### config.mk
export PLATFORM = sky130hd
export DESIGN_NAME = secure_rx_decoder
export DESIGN_NICKNAME = d
export VERILOG_FILES = /design/src/rtl/secure_rx_decoder.sv
export SDC_FILE = /design/constraint.sdc
export NUM_CORES = 1
export LEC_CHECK = 0
export CAP_MARGIN = 20
export CORE_MARGIN = 10
export CORE_UTILIZATION = 56
export CTS_BUF_LIST = sky130_fd_sc_hd__clkbuf_8
export DETAILED_ROUTE_END_ITERATION = 12
export PLACE_DENSITY = 0.85
export SLEW_MARGIN = 20
export SYNTH_ARGS = -nofsm -noshare
export SYNTH_HDL_FRONTEND = slang
export SYNTH_SLANG_ARGS = --single-unit
export TNS_END_PERCENT = 20
### constraint.sdc
create_clock -name clk -period 2 [get_ports clk]
set_input_delay 0.2 -clock clk [delete_from_list [all_inputs] [get_ports clk]]
set_output_delay 0.2 -clock clk [all_outputs]
set_load 0.1 [all_outputs]
### src/rtl/secure_rx_decoder.sv
// secure_rx_decoder: four serial Hamming(7,4) receivers with single-bit correction,
// per-channel holding registers and a round-robin arbitrated output register.
module secure_rx_decoder #(
    parameter int TIMEOUT_CYC = 16
) (
    input  logic       clk,
    input  logic       rst_n,
    input  logic       data_in0,
    input  logic       data_in1,
    input  logic       data_in2,
    input  logic       data_in3,
    input  logic       strobe_in0,
    input  logic       strobe_in1,
    input  logic       strobe_in2,
    input  logic       strobe_in3,
    input  logic       out_ready,
    output logic [5:0] data_out,
    output logic       out_valid,
    output logic       corrected_out,
    output logic [7:0] corr_count,
    output logic       overflow,
    output logic       timeout
);
    localparam int IW = $clog2(TIMEOUT_CYC + 1);

    logic [3:0]    w_din, w_stb, w_done, w_tmo, w_grant, w_corr;
    logic [6:0]    w_word [4];
    logic [2:0]    w_syn  [4];
    logic [3:0]    w_nib  [4];
    logic          w_empty, w_found;
    logic [1:0]    w_gidx;
    // the 7th bit is consumed straight from the input, so only six bits are stored
    logic [5:0]    r_sh   [4];
    logic [2:0]    r_cnt  [4];
    logic [IW-1:0] r_idle [4];
    logic [3:0]    r_hold [4];
    logic [3:0]    r_pend, r_hcorr;
    logic [1:0]    r_ptr;

    assign w_din   = {data_in3, data_in2, data_in1, data_in0};
    assign w_stb   = {strobe_in3, strobe_in2, strobe_in1, strobe_in0};
    assign w_empty = !out_valid || out_ready;

    always_comb begin
        for (int c = 0; c < 4; c++) begin
            w_word[c] = {r_sh[c], w_din[c]};
            w_syn[c]  = {w_word[c][3] ^ w_word[c][2] ^ w_word[c][1] ^ w_word[c][0],
                         w_word[c][5] ^ w_word[c][4] ^ w_word[c][1] ^ w_word[c][0],
                         w_word[c][6] ^ w_word[c][4] ^ w_word[c][2] ^ w_word[c][0]};
            w_nib[c]  = {w_word[c][4] ^ (w_syn[c] == 3'd3), w_word[c][2] ^ (w_syn[c] == 3'd5),
                         w_word[c][1] ^ (w_syn[c] == 3'd6), w_word[c][0] ^ (w_syn[c] == 3'd7)};
            w_corr[c] = |w_syn[c];
            w_done[c] = w_stb[c] && r_cnt[c] == 3'd6;
            w_tmo[c]  = !w_stb[c] && r_cnt[c] != 3'd0 && r_idle[c] == IW'(TIMEOUT_CYC - 1);
        end
    end

    // search starts at r_ptr, which always points one past the last grant
    always_comb begin
        w_found = 1'b0;
        w_gidx  = 2'd0;
        for (int i = 0; i < 4; i++)
            if (!w_found && r_pend[2'(r_ptr + 2'(i))]) begin
                w_found = 1'b1;
                w_gidx  = 2'(r_ptr + 2'(i));
            end
        w_grant = (w_found && w_empty) ? 4'b0001 << w_gidx : 4'b0000;
    end

    always_ff @(posedge clk) begin
        if (!rst_n) begin
            for (int c = 0; c < 4; c++) begin
                r_sh[c]   <= '0;
                r_cnt[c]  <= '0;
                r_idle[c] <= '0;
                r_hold[c] <= '0;
            end
            r_pend        <= '0;
            r_hcorr       <= '0;
            r_ptr         <= '0;
            data_out      <= '0;
            out_valid     <= 1'b0;
            corrected_out <= 1'b0;
            corr_count    <= '0;
            overflow      <= 1'b0;
            timeout       <= 1'b0;
        end else begin
            for (int c = 0; c < 4; c++) begin
                if (w_stb[c]) begin
                    r_idle[c] <= '0;
                    r_sh[c]   <= w_done[c] ? 6'd0 : w_word[c][5:0];
                    r_cnt[c]  <= w_done[c] ? 3'd0 : r_cnt[c] + 3'd1;
                end else if (w_tmo[c]) begin
                    r_idle[c] <= '0;
                    r_sh[c]   <= '0;
                    r_cnt[c]  <= '0;
                end else
                    r_idle[c] <= (r_cnt[c] != 3'd0) ? r_idle[c] + 1'b1 : '0;
                // a grant on this edge frees the slot for a codeword completing now
                if (w_done[c] && (!r_pend[c] || w_grant[c])) begin
                    r_hold[c]  <= w_nib[c];
                    r_hcorr[c] <= w_corr[c];
                    r_pend[c]  <= 1'b1;
                end else if (w_grant[c])
                    r_pend[c] <= 1'b0;
            end
            overflow <= overflow | |(w_done & r_pend & ~w_grant);
            timeout  <= timeout | |w_tmo;
            if (out_valid && out_ready && corrected_out && corr_count != 8'hFF)
                corr_count <= corr_count + 8'd1;
            if (w_empty) begin
                out_valid <= w_found;
                if (w_found) begin
                    data_out      <= {w_gidx, r_hold[w_gidx]};
                    corrected_out <= r_hcorr[w_gidx];
                    r_ptr         <= 2'(w_gidx + 2'd1);
                end
            end
        end
    end
endmodule
==> results of run 1 <==
## metrics by stage
step / cells / TNS [ps] / area, um^2
floorplan: 506 / 0 / 5300
global placement: 651 / 0 / 5770
detailed placement: 651 / -108 / 5770
CTS: 667 / 0 / 5980
global route: 667 / 0 / 5990
finish: 667 / 0 / 5990
## logic make-up after synthesis
family,after synthesis,share of synthesized area (%)
other cells,1,0.0719
xor+xnor,65,10.9
mux,12,2.30
simple gates,193,18.6
compound gates,55,7.75
fa+ha+maj,21,5.04
flops,100,52.2
buf+inv,40,3.12
## how the worst min path moves through the flow
| stage | startpoint | endpoint | slack (ps) |
|---|---|---|---|
| 6_report | r_hcorr[1] | r_hcorr[1] | 470 |
| 5_1_grt | r_hcorr[1] | r_hcorr[1] | 510 |
| 4_1_cts | r_hcorr[1] | r_hcorr[1] | 470 |
| 3_5_place_dp | r_hcorr[1] | r_hcorr[1] | 460 |
| 3_3_place_gp | r_hcorr[3] | r_hcorr[3] | 450 |
| 2_1_floorplan | strobe_in3 | r_pend[3] | 370 |
## cells in the mapped netlist, types with 6 or more instances
master and count:
edfxtp_1 72, nor2_1 54, xnor2_1 47, and2_1 34, nand2_1 33, inv_1 30, nand3_1 29, dfxtp_1 28
ha_1 21, xor2_1 18, o21ai_0 15, and3_1 12, mux2i_1 12, a21boi_0 8, nor2b_1 8, a21oi_1 6
o221ai_1 6
## power breakdown
| part | leakage [nW] | switching [W] | internal (W) |
|---|---|---|---|
| Combinational | 1.28 | 0.000366 | 0.000267 |
| Sequential | 1.00 | 0.0000865 | 0.00233 |
| Clock | 0.103 | 0.000733 | 0.000623 |
| Total | 2.38 | 0.00119 | 0.00322 |
## cell type report
type                       count  area, um^2
clock buffer                  10         138
clock inverter                 6        70.1
fill                         710        3160
inverter                      30         113
multi-input combinational    366        2420
sequential                   100        2740
tap                          111         139
timing repair buffer          44         380
## sequential cells by signal (all words and copies together) (netlist names)
register and flops:
timeout 1, r_cnt 12, r_hold 16, corr_count 8, r_pend 4, r_sh 24
overflow 1, corrected_out 1, r_ptr 2, r_hcorr 4, r_idle 20, out_valid 1
data_out 6
## timing repair
item                       CTS  global route
pin swaps                    0             1
setup endpoints to repair   11            35
gates cloned                 0             0
gates resized for setup      2             3
## critical path, stage by stage (launching register included)
cell and delay [ps]:
edfxtp_1 420, ha_1 220, and3_1 190, ha_1 180, nor3b_1 150, or3b_4 460
## routing by layer
layer	share of wire, %	track usage (%)
met5	0	0
met4	1.2	6.42
met3	5.0	3.18
met2	49	24.6
met1	45	17.7
==> flow_metrics.py, run 1 <==
metrics = {
    "synthesis": {
        "synth_cells": 487,
        "yosysTopAreaCell": "edfxtp_1",
        "synth_cell_types": 50,
        "ys_warn_count": 0,
        "synth_seq_cells": 100,
        "synth_edf_count": 72,
        "syn_area_um2": 5220,
        "synth.top_cells.by_area": "edfxtp_1 41%, dfxtp_1 11%, xnor2_1 7.9%, ha_1 5.0%, and2_1 4.1%",
        "synth_top_area_share_pct": 41.4,
        "yosysSeqAreaShare_pct": 52.2,
        "syn_area_per_cell_um2": 10.7,
        "async_flop_share_pct": 0,
        "synthFlopType": "edfxtp_1",
    },
    "die": {
        "core-area_um2": 9150,
        "die_area_um2": 13600,
        "row_count": 35,
        "start_util_pct": 57.0,
        "pin_count": 29,
        "die_x_um": 117,
        "die_y_um": 117,
    },
    "outcome": {
        "status": "completed",
    },
    "clock_tree": {
        "clockBufferDepth": 2,
        "postCtsSetupBuffers": 0,
        "clock_latency_ps": 370,
        "cts_num_sinks": 100,
        "cts-root-buf": "clkbuf_8",
        "cts_max_level": 3,
        "ctsHoldBuffers": 0,
        "cts_tree": "built",
        "numCtsBuffers": 9,
        "clkTransAtPathRegs_ps": 100,
    },
    "setup_path": {
        "regToRegStartpoint": "r_idle[0][1]",
        "critPathLaunch": "r_idle[0][1]",
        "reg2reg_slack_ps": 130,
        "startpoint_type": "register",
        "reg2reg_to": "r_sh[0][3]",
        "critPathCapture": "r_sh[0][3]",
        "required_ps": 2120,
        "worstSetupPathType": "register to register",
        "cp.arrival_ps": 1990,
        "worstPathMaxFanout": 9,
        "critPathCaptureType": "register",
        "ff2ff_path_depth": 5,
    },
    "finish": {
        "drive_above_1_share_pct": 13.5,
        "diodes": 0,
        "final_util_pct": 65.5,
        "syn_to_final_growth_pct": 14.8,
        "final_common_cell": "edfxtp_1",
        "layout.nets": 583,
        "final_cell_mix": "72 x edfxtp_1, 54 x nor2_1, 47 x xnor2_1, 34 x and2_1, 33 x nand2_1",
    },
    "power_and_ir_drop": {
        "power_w": 0.00440,
        "powerDensity_nw_per_um2": 735,
        "ir_drop_uv": 400,
        "leakagePower_nw": 2.38,
    },
    "sta": {
        "fin_crit_sh_pct": 93.6,
        "min_period_ps": 1870,
        "fin_ws_ps": 128,
        "finalHoldViolCount": 0,
        "final-setup-viol-count": 0,
        "maxSlewHeadroom_pct": 60.9,
        "finClkSkew_ps": 16.6,
        "final_max_slew_viol_count": 0,
        "hold_slack_ps": 474,
        "fmax_mhz": 534,
        "worstMarginPinSlew_ps": 581,
        "rsz0062_at_grt": "no",
    },
    "worst_hold_path": {
        "hold_class": "register to register",
        "holdPathStages": 2,
    },
    "placement": {
        "hpwl_um": 7120,
        "portBuffers": 28,
        "gp_congestion": 0.806,
        "place_ws_ps": -12.2,
    },
    "global_route": {
        "grt_pass1_wl_um": 16000,
        "grt_pass1_vias": 3530,
        "grt_antenna_before_repair": 0,
        "grt_max_degree": 36,
        "overflow": 0,
        "grt_util_all_layers_pct": 14.6,
    },
    "drt": {
        "route.detailed.drc": 0,
        "routedWlPerCell_um": 14.3,
        "vias": 3525,
        "drtPass1Iterations": 6,
        "drtIter0Drc": 242,
        "via_per_inst": 5.28,
        "wl_um": 9510,
        "ant_nets": 0,
    },
    "run": {
        "cap_violations": 0,
    },
}
(Power assumes the default switching activity.)
==> run 2: changes to the inputs <==
Settings changed: CORE_MARGIN 10 to default, CORE_UTILIZATION 56 to 57, PLACE_DENSITY 0.85 to 0.84.
Clock period 2 ns to 2.4 ns, I/O delays scaled along.
==> flow_metrics.py, run 2 (synthesis results as in run 1) <==
metrics = {
    "finish": {
        "drive_above_1_share_pct": 8.84,
        "largest_register": "r_sh",
        "syn_to_final_growth_pct": 11.4,
        "final_util_pct": 66.0,
        "final_cell_mix": "72 x edfxtp_1, 54 x nor2_1, 47 x xnor2_1, 34 x and2_1, 33 x nand2_1",
        "layout.nets": 570,
        "final_common_cell": "edfxtp_1",
        "final_cell_area_um2": 5810,
        "diodes": 0,
        "top_regs": "r_sh (24), r_idle (20), r_hold (16)",
        "fill_cells": 689,
        "largest_reg_flops": 24,
    },
    "placement": {
        "hpwl_um": 6780,
        "portBuffers": 28,
        "dpl_cell_area_um2": 5630,
        "gp_congestion": 0.784,
    },
    "die": {
        "start_util_pct": 59.2,
        "core-area_um2": 8810,
        "die_area_um2": 9540,
        "die_y_um": 97.7,
        "die_x_um": 97.7,
        "row_count": 34,
        "pin_count": 29,
    },
    "sta": {
        "finalHoldViolCount": 0,
        "maxSlewHeadroom_pct": 59.9,
        "fin_crit_sh_pct": 88.3,
        "rsz0062_at_grt": "no",
        "final-setup-viol-count": 0,
        "final_max_slew_viol_count": 0,
        "finClkSkew_ps": 9.37,
        "worstMarginPinSlew_ps": 595,
        "min_period_ps": 2120,
        "fmax_mhz": 472,
        "tns_ps": 0,
        "hold_slack_ps": 316,
    },
    "setup_path": {
        "regToRegStartpoint": "r_pend[1]",
        "ff2ff_path_depth": 6,
        "critical_path_buf_inv_count": 0,
        "reg2reg_to": "r_hold[1][0]",
        "reg2reg_slack_ps": 280,
        "required_ps": 2460,
        "critPathLaunch": "r_pend[1]",
        "worstSetupPathType": "register to register",
        "cp.arrival_ps": 2170,
        "critPathCapture": "r_hold[1][0]",
        "cp_cell_sequence": "or2b_2, a21oi_1, o32a_2, o31ai_4, nand2_2, nand2_1",
        "worstPathMaxFanout": 13,
        "critPathCaptureType": "register",
        "cpPeakStageDelay_ps": 510,
        "cp.depth": 6,
        "cpMaxStageDelayCell": "o32a_2",
        "startpoint_type": "register",
        "cp_top_family": "compound AO/OA/AOI/OAI gates",
    },
    "power_and_ir_drop": {
        "ir_drop_uv": 337,
        "powerDensity_nw_per_um2": 610,
        "power_w": 0.00354,
        "leakagePower_nw": 2.30,
    },
    "clock_tree": {
        "cts_max_level": 3,
        "clockBufferDepth": 2,
        "cts_num_sinks": 100,
        "ctsHoldBuffers": 0,
        "cts_resized": 0,
        "postCtsSetupBuffers": 0,
        "cts_tree": "built",
        "cts-root-buf": "clkbuf_8",
        "clock_latency_ps": 360,
        "clkTransAtPathRegs_ps": 90,
        "numCtsBuffers": 9,
    },
    "global_route": {
        "grt_max_degree": 25,
        "grt_pass1_vias": 3470,
        "overflow": 0,
        "grt_pass1_wl_um": 16000,
        "grt_util_all_layers_pct": 21.2,
        "grt_antenna_before_repair": 0,
    },
    "drt": {
        "wl_um": 9160,
        "ant_nets": 0,
        "route.detailed.drc": 8,
        "drtIter0Drc": 185,
        "via_per_inst": 5.43,
        "vias": 3536,
        "drtPass1Iterations": 9,
        "routedWlPerCell_um": 14.1,
    },
    "worst_hold_path": {
        "hold_class": "input pin to register",
        "hold_start": "rst_n",
    },
    "run": {
        "cap_violations": 0,
    },
    "outcome": {
        "status": "complete, but fails checks",
        "violations": "design-rule violations",
    },
}
run 2: how the worst min path moves through the flow:
stage,endpoint,slack (ps),cells after the start
6_report,r_hcorr[2],320,2
2_1_floorplan,r_pend[3],410,2
3_3_place_gp,r_hcorr[1],460,2
4_1_cts,timeout,310,2
5_1_grt,r_hcorr[2],340,2
3_5_place_dp,r_hcorr[1],470,2
run 2: power breakdown:
part	total (W)	switching (W)	leakage, nW	internal, W
Combinational	0.000508	0.000301	1.20	0.000206
Clock	0.00102	0.000552	0.103	0.000470
Sequential	0.00201	0.0000737	0.996	0.00194
Total	0.00354	0.000927	2.30	0.00262
run 2: per-stage QoR:
| step | std cells | setup slack, ps |
|---|---|---|
| after floorplan | 506 | 54.5 |
| after global placement | 635 | 414 |
| after detailed placement | 635 | 297 |
| after CTS | 651 | 297 |
| after global routing | 651 | 196 |
| final | 651 | 282 |
run 2: layout make-up:
cell class	count	area, um^2	share of cell area (%)
sequential	100	2720	46.9
inverter	30	113	1.94
timing repair buffer	31	253	4.35
tap	108	135	2.33
clock buffer	9	124	2.13
multi-input combinational	366	2400	41.4
clock inverter	7	60.1	1.03
run 2: metal layers:
layer  up-vias  track usage (%)  share of wire (%)
li1       1764                -                  -
met1      1681             26.4                 45
met2        79             36.0                 49
met3        12             5.18                4.0
met4         0             7.34                1.9
met5         -                0                  0
